### src/rtl/clock_core_multi_alarm.sv
// ---------------------------------------------------------------------------
// clock_core_multi_alarm
//
// BCD hh:mm:ss timebase with a 12/24-hour display, an hourly chime and
// NUM_ALARMS independent alarm channels, each with its own ring/snooze
// state machine. Everything runs on CP; the one-second tick comes from a
// prescaler, and the adjust inputs act as qualified enables on that tick.
//
// Ports
//   CP         system clock (rising edge)
//   CR         synchronous active-high reset, highest priority
//   EN         run enable for prescaler and ticks
//   Adj_M      minute +1 per tick while high (no hour carry)
//   Adj_H      hour +1 per tick while high
//   Mode24     1 = 24-hour display, 0 = 12-hour display
//   Ld         time load strobe with Ld_Hour / Ld_Min (BCD)
//   Al_Wr      alarm write strobe with Al_Sel / Al_Hour / Al_Min (BCD)
//   Al_En      per-channel arm level
//   Snooze     snooze strobe (ringing channels only)
//   Stop       stop-all strobe, wins over Snooze
//   Hour       displayed hour BCD (mode dependent)
//   Minute     BCD minute
//   Second     BCD second
//   PM         internal hour >= 12
//   Tick       one-cycle second tick
//   HourRadio  one-cycle chime on the natural 59:59 -> 00:00 carry
//   Ring       per-channel ringing level
//   BellRadio  OR of Ring
//   Err        one-cycle pulse, the cycle after a rejected Ld or Al_Wr
// ---------------------------------------------------------------------------
module clock_core_multi_alarm #(
    parameter int NUM_ALARMS = 2,
    parameter int TICK_DIV   = 1,
    parameter int RING_SECS  = 60,
    parameter int SNOOZE_MIN = 5
) (
    input  logic                  CP,
    input  logic                  CR,
    input  logic                  EN,
    input  logic                  Adj_M,
    input  logic                  Adj_H,
    input  logic                  Mode24,
    input  logic                  Ld,
    input  logic [7:0]            Ld_Hour,
    input  logic [7:0]            Ld_Min,
    input  logic                  Al_Wr,
    input  logic [((NUM_ALARMS > 1) ? $clog2(NUM_ALARMS) : 1)-1:0] Al_Sel,
    input  logic [7:0]            Al_Hour,
    input  logic [7:0]            Al_Min,
    input  logic [NUM_ALARMS-1:0] Al_En,
    input  logic                  Snooze,
    input  logic                  Stop,
    output logic [7:0]            Hour,
    output logic [7:0]            Minute,
    output logic [7:0]            Second,
    output logic                  PM,
    output logic                  Tick,
    output logic                  HourRadio,
    output logic [NUM_ALARMS-1:0] Ring,
    output logic                  BellRadio,
    output logic                  Err
);

    localparam int SEL_W = (NUM_ALARMS > 1) ? $clog2(NUM_ALARMS) : 1;
    localparam int CNT_W = (TICK_DIV > 1) ? $clog2(TICK_DIV) : 1;
    localparam logic [CNT_W-1:0] CNT_LAST    = CNT_W'(TICK_DIV - 1);
    localparam logic [9:0]       RING_LOAD   = 10'(RING_SECS);
    localparam logic [9:0]       SNOOZE_LOAD = 10'(SNOOZE_MIN * 60);

    typedef enum logic [1:0] {
        S_IDLE   = 2'd0,
        S_RING   = 2'd1,
        S_SNOOZE = 2'd2
    } al_state_t;

    // Valid BCD byte no larger than max_v (BCD compares like binary once
    // both nibbles are decimal digits).
    function automatic logic bcd_ok(input logic [7:0] v, input logic [7:0] max_v);
        return (v[7:4] <= 4'd9) && (v[3:0] <= 4'd9) && (v <= max_v);
    endfunction

    function automatic logic [7:0] bcd_inc(input logic [7:0] v, input logic [7:0] max_v);
        if (v == max_v)
            return 8'h00;
        else if (v[3:0] == 4'd9)
            return {v[7:4] + 4'd1, 4'h0};
        else
            return {v[7:4], v[3:0] + 4'd1};
    endfunction

    // ------------------------------------------------------------------
    // Timebase
    // ------------------------------------------------------------------
    logic [CNT_W-1:0] pre_cnt;
    logic [7:0]       hour_q, min_q, sec_q;
    logic [7:0]       hour_n, min_n, sec_n;
    logic             tick, ld_ok, wr_ok, ld_take, time_step;
    logic             sec_wrap, min_wrap;
    logic             err_q;

    assign tick      = EN && (pre_cnt == CNT_LAST);
    assign ld_ok     = bcd_ok(Ld_Hour, 8'h23) && bcd_ok(Ld_Min, 8'h59);
    assign wr_ok     = bcd_ok(Al_Hour, 8'h23) && bcd_ok(Al_Min, 8'h59) &&
                       (int'(Al_Sel) < NUM_ALARMS);
    assign ld_take   = Ld && ld_ok;
    // A valid load owns the cycle; the tick that would have landed is lost.
    assign time_step = tick && !ld_take;

    // Next time on a tick. Adjust overrides the natural carry into its
    // field, and an adjusted minute never carries into the hour.
    always_comb begin
        sec_wrap = (sec_q == 8'h59);
        min_wrap = (min_q == 8'h59);
        sec_n    = bcd_inc(sec_q, 8'h59);
        min_n    = min_q;
        hour_n   = hour_q;
        if (Adj_M || sec_wrap)
            min_n = bcd_inc(min_q, 8'h59);
        if (Adj_H || (sec_wrap && min_wrap && !Adj_M))
            hour_n = bcd_inc(hour_q, 8'h23);
    end

    always_ff @(posedge CP) begin
        if (CR) begin
            pre_cnt <= '0;
            hour_q  <= 8'h00;
            min_q   <= 8'h00;
            sec_q   <= 8'h00;
        end else if (ld_take) begin
            pre_cnt <= '0;
            hour_q  <= Ld_Hour;
            min_q   <= Ld_Min;
            sec_q   <= 8'h00;
        end else if (EN) begin
            pre_cnt <= (pre_cnt == CNT_LAST) ? '0 : pre_cnt + 1'b1;
            if (tick) begin
                hour_q <= hour_n;
                min_q  <= min_n;
                sec_q  <= sec_n;
            end
        end
    end

    always_ff @(posedge CP) begin
        if (CR)
            err_q <= 1'b0;
        else
            err_q <= (Ld && !ld_ok) || (Al_Wr && !wr_ok);
    end

    // ------------------------------------------------------------------
    // Display
    // ------------------------------------------------------------------
    logic [4:0] hour_bin, disp_bin;

    always_comb begin
        hour_bin = 5'(hour_q[7:4]) * 5'd10 + 5'(hour_q[3:0]);
        if (Mode24)
            disp_bin = hour_bin;
        else if (hour_bin == 5'd0)
            disp_bin = 5'd12;
        else if (hour_bin > 5'd12)
            disp_bin = hour_bin - 5'd12;
        else
            disp_bin = hour_bin;
        if (disp_bin >= 5'd20)
            Hour = {4'd2, 4'(disp_bin - 5'd20)};
        else if (disp_bin >= 5'd10)
            Hour = {4'd1, 4'(disp_bin - 5'd10)};
        else
            Hour = {4'd0, 4'(disp_bin)};
    end

    assign Minute    = min_q;
    assign Second    = sec_q;
    assign PM        = (hour_bin >= 5'd12);
    assign Tick      = tick;
    assign HourRadio = time_step && sec_wrap && min_wrap && !Adj_M;
    assign Err       = err_q;

    // ------------------------------------------------------------------
    // Alarm settings
    // ------------------------------------------------------------------
    logic [7:0] al_hour [NUM_ALARMS];
    logic [7:0] al_min  [NUM_ALARMS];

    always_ff @(posedge CP) begin
        for (int i = 0; i < NUM_ALARMS; i++) begin
            if (CR) begin
                al_hour[i] <= 8'h00;
                al_min[i]  <= 8'h00;
            end else if (Al_Wr && wr_ok && (Al_Sel == SEL_W'(i))) begin
                al_hour[i] <= Al_Hour;
                al_min[i]  <= Al_Min;
            end
        end
    end

    // ------------------------------------------------------------------
    // Per-channel alarm FSM: state register / next state / outputs
    // ------------------------------------------------------------------
    al_state_t  state_q [NUM_ALARMS];
    al_state_t  state_n [NUM_ALARMS];
    logic [9:0] cnt_q   [NUM_ALARMS];
    logic [9:0] cnt_n   [NUM_ALARMS];

    always_ff @(posedge CP) begin
        for (int i = 0; i < NUM_ALARMS; i++) begin
            if (CR) begin
                state_q[i] <= S_IDLE;
                cnt_q[i]   <= 10'd0;
            end else begin
                state_q[i] <= state_n[i];
                cnt_q[i]   <= cnt_n[i];
            end
        end
    end

    always_comb begin
        for (int i = 0; i < NUM_ALARMS; i++) begin
            state_n[i] = state_q[i];
            cnt_n[i]   = cnt_q[i];
            if (!Al_En[i]) begin
                state_n[i] = S_IDLE;
            end else if (Al_Wr && wr_ok && (Al_Sel == SEL_W'(i))) begin
                // Rewriting a channel cancels whatever it was doing.
                state_n[i] = S_IDLE;
            end else begin
                case (state_q[i])
                    S_IDLE: begin
                        // Match only on a tick that lands exactly on hh:mm:00.
                        if (time_step && (sec_n == 8'h00) &&
                            (hour_n == al_hour[i]) && (min_n == al_min[i])) begin
                            state_n[i] = S_RING;
                            cnt_n[i]   = RING_LOAD;
                        end
                    end
                    S_RING: begin
                        if (Stop) begin
                            state_n[i] = S_IDLE;
                        end else if (Snooze) begin
                            state_n[i] = S_SNOOZE;
                            cnt_n[i]   = SNOOZE_LOAD;
                        end else if (tick) begin
                            if (cnt_q[i] <= 10'd1)
                                state_n[i] = S_IDLE;
                            else
                                cnt_n[i] = cnt_q[i] - 10'd1;
                        end
                    end
                    S_SNOOZE: begin
                        if (Stop) begin
                            state_n[i] = S_IDLE;
                        end else if (tick) begin
                            if (cnt_q[i] <= 10'd1) begin
                                state_n[i] = S_RING;
                                cnt_n[i]   = RING_LOAD;
                            end else begin
                                cnt_n[i] = cnt_q[i] - 10'd1;
                            end
                        end
                    end
                    default: state_n[i] = S_IDLE;
                endcase
            end
        end
    end

    always_comb begin
        for (int i = 0; i < NUM_ALARMS; i++)
            Ring[i] = (state_q[i] == S_RING);
        BellRadio = |Ring;
    end

endmodule

### config.mk
export PLATFORM = sky130hd
export DESIGN_NAME = clock_core_multi_alarm
export DESIGN_NICKNAME = d
export VERILOG_FILES = /design/src/rtl/clock_core_multi_alarm.sv
export SDC_FILE = /design/constraint.sdc
export NUM_CORES = 1
export LEC_CHECK = 0
export ABC_AREA = 1
export CORE_MARGIN = 8
export CORE_UTILIZATION = 35
export CTS_CLUSTER_SIZE = 14
export DETAILED_ROUTE_END_ITERATION = 7
export GPL_ROUTABILITY_DRIVEN = 0
export HOLD_SLACK_MARGIN = 0.15
export PLACE_DENSITY = 0.55
export SYNTH_ARGS = -nofsm -noshare
export SYNTH_HDL_FRONTEND = slang
export SYNTH_SLANG_ARGS = --single-unit
### constraint.sdc
create_clock -name CP -period 5.5 [get_ports CP]
set_clock_uncertainty 0.1 [all_clocks]
set_input_delay 1.1 -clock CP [delete_from_list [all_inputs] [get_ports CP]]
set_output_delay 1.1 -clock CP [all_outputs]
set_load 0.03 [all_outputs]
==> run summary <==
status: finished, final reports clean
R2R cell count: 18
Sw Share: 0.288
Clk pwr share: 0.403
largest net degree at the start of global routing: 29
Die H: 149 um
Critical Path Start Type: register
placed cells: 1224
TritonCTS Buffers: 9
RSZ-0062 raised after global routing: no
leak pwr: 0.00345 uW
Worst Path Arrival: 3.94 ns
DP HPWL: 12300 um
Die ar.: 0.0223 mm^2
initial drt markers: 309
DRC viols: 0
Rows: 48
Worst Setup End Kind: primary output
grt total ovfl: 0
initial antenna violation count: 1
CP Class: reg -> out
cell family with most CP delay: adder cells
Reg clk slew, reported paths: 0.06 ns
M1 GR Usage: 0.198
Syn. warnings: 0
RR Endpoint: cnt_q[1][6]
CTS hold repair buffers: 0
Final #Nets: 1089
vias in the first global route: 5372
Cell variety after synth: 44
register area share after synthesis: 0.313
number of vias per cell: 4.69
setup TNS: 0 ns
CTS tree: done
Crit path largest cell delay: 0.66 ns
fin area: 0.00743 mm^2
worst flop-to-flop path startpoint: Second[1]
Synth Area in Simple Gates: 0.392
fin cells: 1240
Slew Viols, Final: 0
r2r setup slk: 2.36 ns
Worst EP required: 4.30 ns
Vias: 5816
power density cells: 220 mW/mm^2
per-cell routed wire length: 13.0 um
Final setup viols: 0
crit-path cells: ha_1, ha_1, xnor2_1, inv_1, ha_1, inv_1, nor2_1, o21ai_0, nand2_1, nand3b_1, nand2_1, ha_1, nand2_1, nand3_1, nand2_1, nand2_1, nand2_1, clkdlybuf4s50_1
Core ar.: 0.0173 mm^2
hold endpoint: Second[7]
WP buf/inv: 3
Final period util: 0.935
Least-Margin Pin Slew: 0.807 ns
largest family of logic cells by synthesized area: simple AND/OR/NAND/NOR gates
Crit Path Max Fanout: 7
Comb pwr share: 0.189
most frequent cells in the layout: nand2_1 (252), nor2_1 (139), inv_1 (113), nand3_1 (107), clkdlybuf4s50_1 (70)
mapped cell area: 0.00621 mm^2
Flop pwr share: 0.407
fmax: 194 MHz
PortBufs: 73
global-route wire length before repair: 26800 um
GRT Resource Usage Total: 0.147
syn_area_per_cell: 6.58 um^2
met2 capacity usage during global routing: 0.232
share of layout cells above drive strength 1: 0.0591
Mapped Cells: 944
compound-cell area share of the yosys netlist: 0.0925
Die W: 149 um
P_sw: 472 uW
post-synthesis register bit count: 81
slowest stage cell, crit path: clkdlybuf4s50_1
Fin. Hold Viols: 0
GR peak layer: met2
CTS Root Cell: clkbuf_16
Int Pwr: 1170 uW
clock sinks: 81
max-cap violation count: 0
hold wc startpoint: Second[7]
Post-Synth Adder-Cell Area: 0.0697
Clock H-tree levels: 3
Fill cells: 1844
Ports: 76
clk buf depth: 2
Hold/Removal Path Class: reg -> reg
Hold Path Depth: 2
post-route ant nets: 0
area grow syn2layout: 19.6%
GR met3 Demand/Resource: 0.0382
DRT Pass-1 Iters: 4
placed cell areas: 0.00710 mm^2
Post-CTS Setup Inserts: 0
Slew headroom: 0.461
commonest non-fill, non-tap cell in the layout: nand2_1
fin crit period: 5.14 ns
XOR/XNOR share of the synthesized area: 0.0336
maximum vdd ir drop: 0.135 mV
multiplexer area fraction after synthesis: 0
cell mode on critical path: nand2_1
n_diodes: 0
Starting Density: 0.359
WL final: 16100 um
Worst-Skew Late Latency: 0.35 ns
[tightest hold or removal path, delay by kind of cell (launching register included)]
family / cells / cell delay [ns]
AOI/OAI and AO/OA: 1 / 0.06
and+or+nand+nor: 1 / 0.07
DFF: 1 / 0.33
[power groups by stage]
| stage | sequential, uW | clock [uW] | combinational (uW) |
|---|---|---|---|
| 2_1_floorplan | 685 | 0 | 195 |
| 3_3_place_gp | 680 | 0 | 311 |
| 3_5_place_dp | 681 | 0 | 313 |
| 6_report | 667 | 660 | 310 |
| 4_1_cts | 667 | 683 | 314 |
| 5_1_grt | 671 | 705 | 349 |
[worst max path at each step]
stage          slack (ns)  depth (start not counted)  startpoint  endpoint
2_1_floorplan        1.18                         17   hour_q[4]   Hour[4]
3_3_place_gp         0.56                         22   hour_q[4]   Hour[1]
3_5_place_dp         0.48                         22   hour_q[4]   Hour[2]
4_1_cts              0.07                         22   hour_q[4]   Hour[2]
5_1_grt              0.06                         18   hour_q[6]   Hour[3]
6_report             0.36                         18   hour_q[6]   Hour[3]
[cell usage after synthesis, drive strengths merged]
cell type  instances  area (um^2)
o32ai              1         8.76
nand3            111          598
fa                 1         20.0
a211oi             1         7.51
o21bai             1         7.51
dfxtp             49          981
xor2              13          114
inv              118          443
or3                1         6.26
nor3               6         30.0
o22ai              1         6.26
buf               14          116
ha                33          413
clkbuf            14         52.6
nor2             145          569
xnor2             10         95.1
nand2            271         1070
and2               1         6.26
or2                6         37.5
a21boi             2         15.0
o2111ai            2         17.5
nand4              6         37.5
edfxtp            32          961
o211ai             5         37.5
nand3b            11         82.6
o31ai              1         7.51
a221oi             3         26.3
o2bb2ai            1         8.76
a21o               1         7.51
a21oi             53          265
a31oi              8         50.1
conb               1         3.75
o221ai             1         8.76
o21ai             20          100
[flip-flops by register name, summed over array words and instances, names as in the netlist]
| register | count |
|---|---|
| Err | 1 |
| al_min | 16 |
| Minute | 8 |
| state_q | 4 |
| hour_q | 8 |
| Second | 8 |
| cnt_q | 20 |
| al_hour | 16 |
[cell type report]
type | instances | area, um^2 | share of cell area
flip-flops and latches | 81 | 1940 | 0.262
multi-input cells | 724 | 3680 | 0.496
well taps | 225 | 282 | 0.0379
repair buffers | 76 | 761 | 0.102
clock inverters | 7 | 92.6 | 0.0125
inverters | 118 | 443 | 0.0596
clock buffers | 9 | 225 | 0.0303
[per-layer routing]
metal	routed length (um)	part of all wire	vias to the layer above
met3	829	0.051	13
met5	10	0.00062	-
li1	-	-	3169
met4	147	0.0091	2
met1	7990	0.50	2547
met2	7140	0.44	85
[kinds of logic (layout without fill, tap and decap cells)]
| group | after synthesis | count (layout) |
|---|---|---|
| simple gates | 558 | 558 |
| fa+ha+maj | 34 | 34 |
| flops | 81 | 81 |
| xor+xnor | 23 | 23 |
| compound gates | 101 | 101 |
| other cells | 1 | 8 |
| buf+inv | 146 | 210 |
[what timing repair did]
| item | in CTS | in global routing |
|---|---|---|
| setup endpoints to repair | 0 | 3 |
| endpoints found under the hold margin | 0 | 0 |
| gates resized for setup | 0 | 4 |
[through the flow]
stage / hold slack [ns] / setup slack (ns) / total power [uW] / utilization
global route: 0.443 / 0.0622 / 1720 / 0.430
global placement: 0.378 / 0.562 / 991 / 0.411
finish: 0.394 / 0.356 / 1640 / 0.430
floorplan: 0.352 / 1.18 / 881 / -
detailed placement: 0.380 / 0.478 / 994 / 0.411
CTS: 0.393 / 0.0719 / 1660 / 0.429
Power figures use the tool's default switching activity.
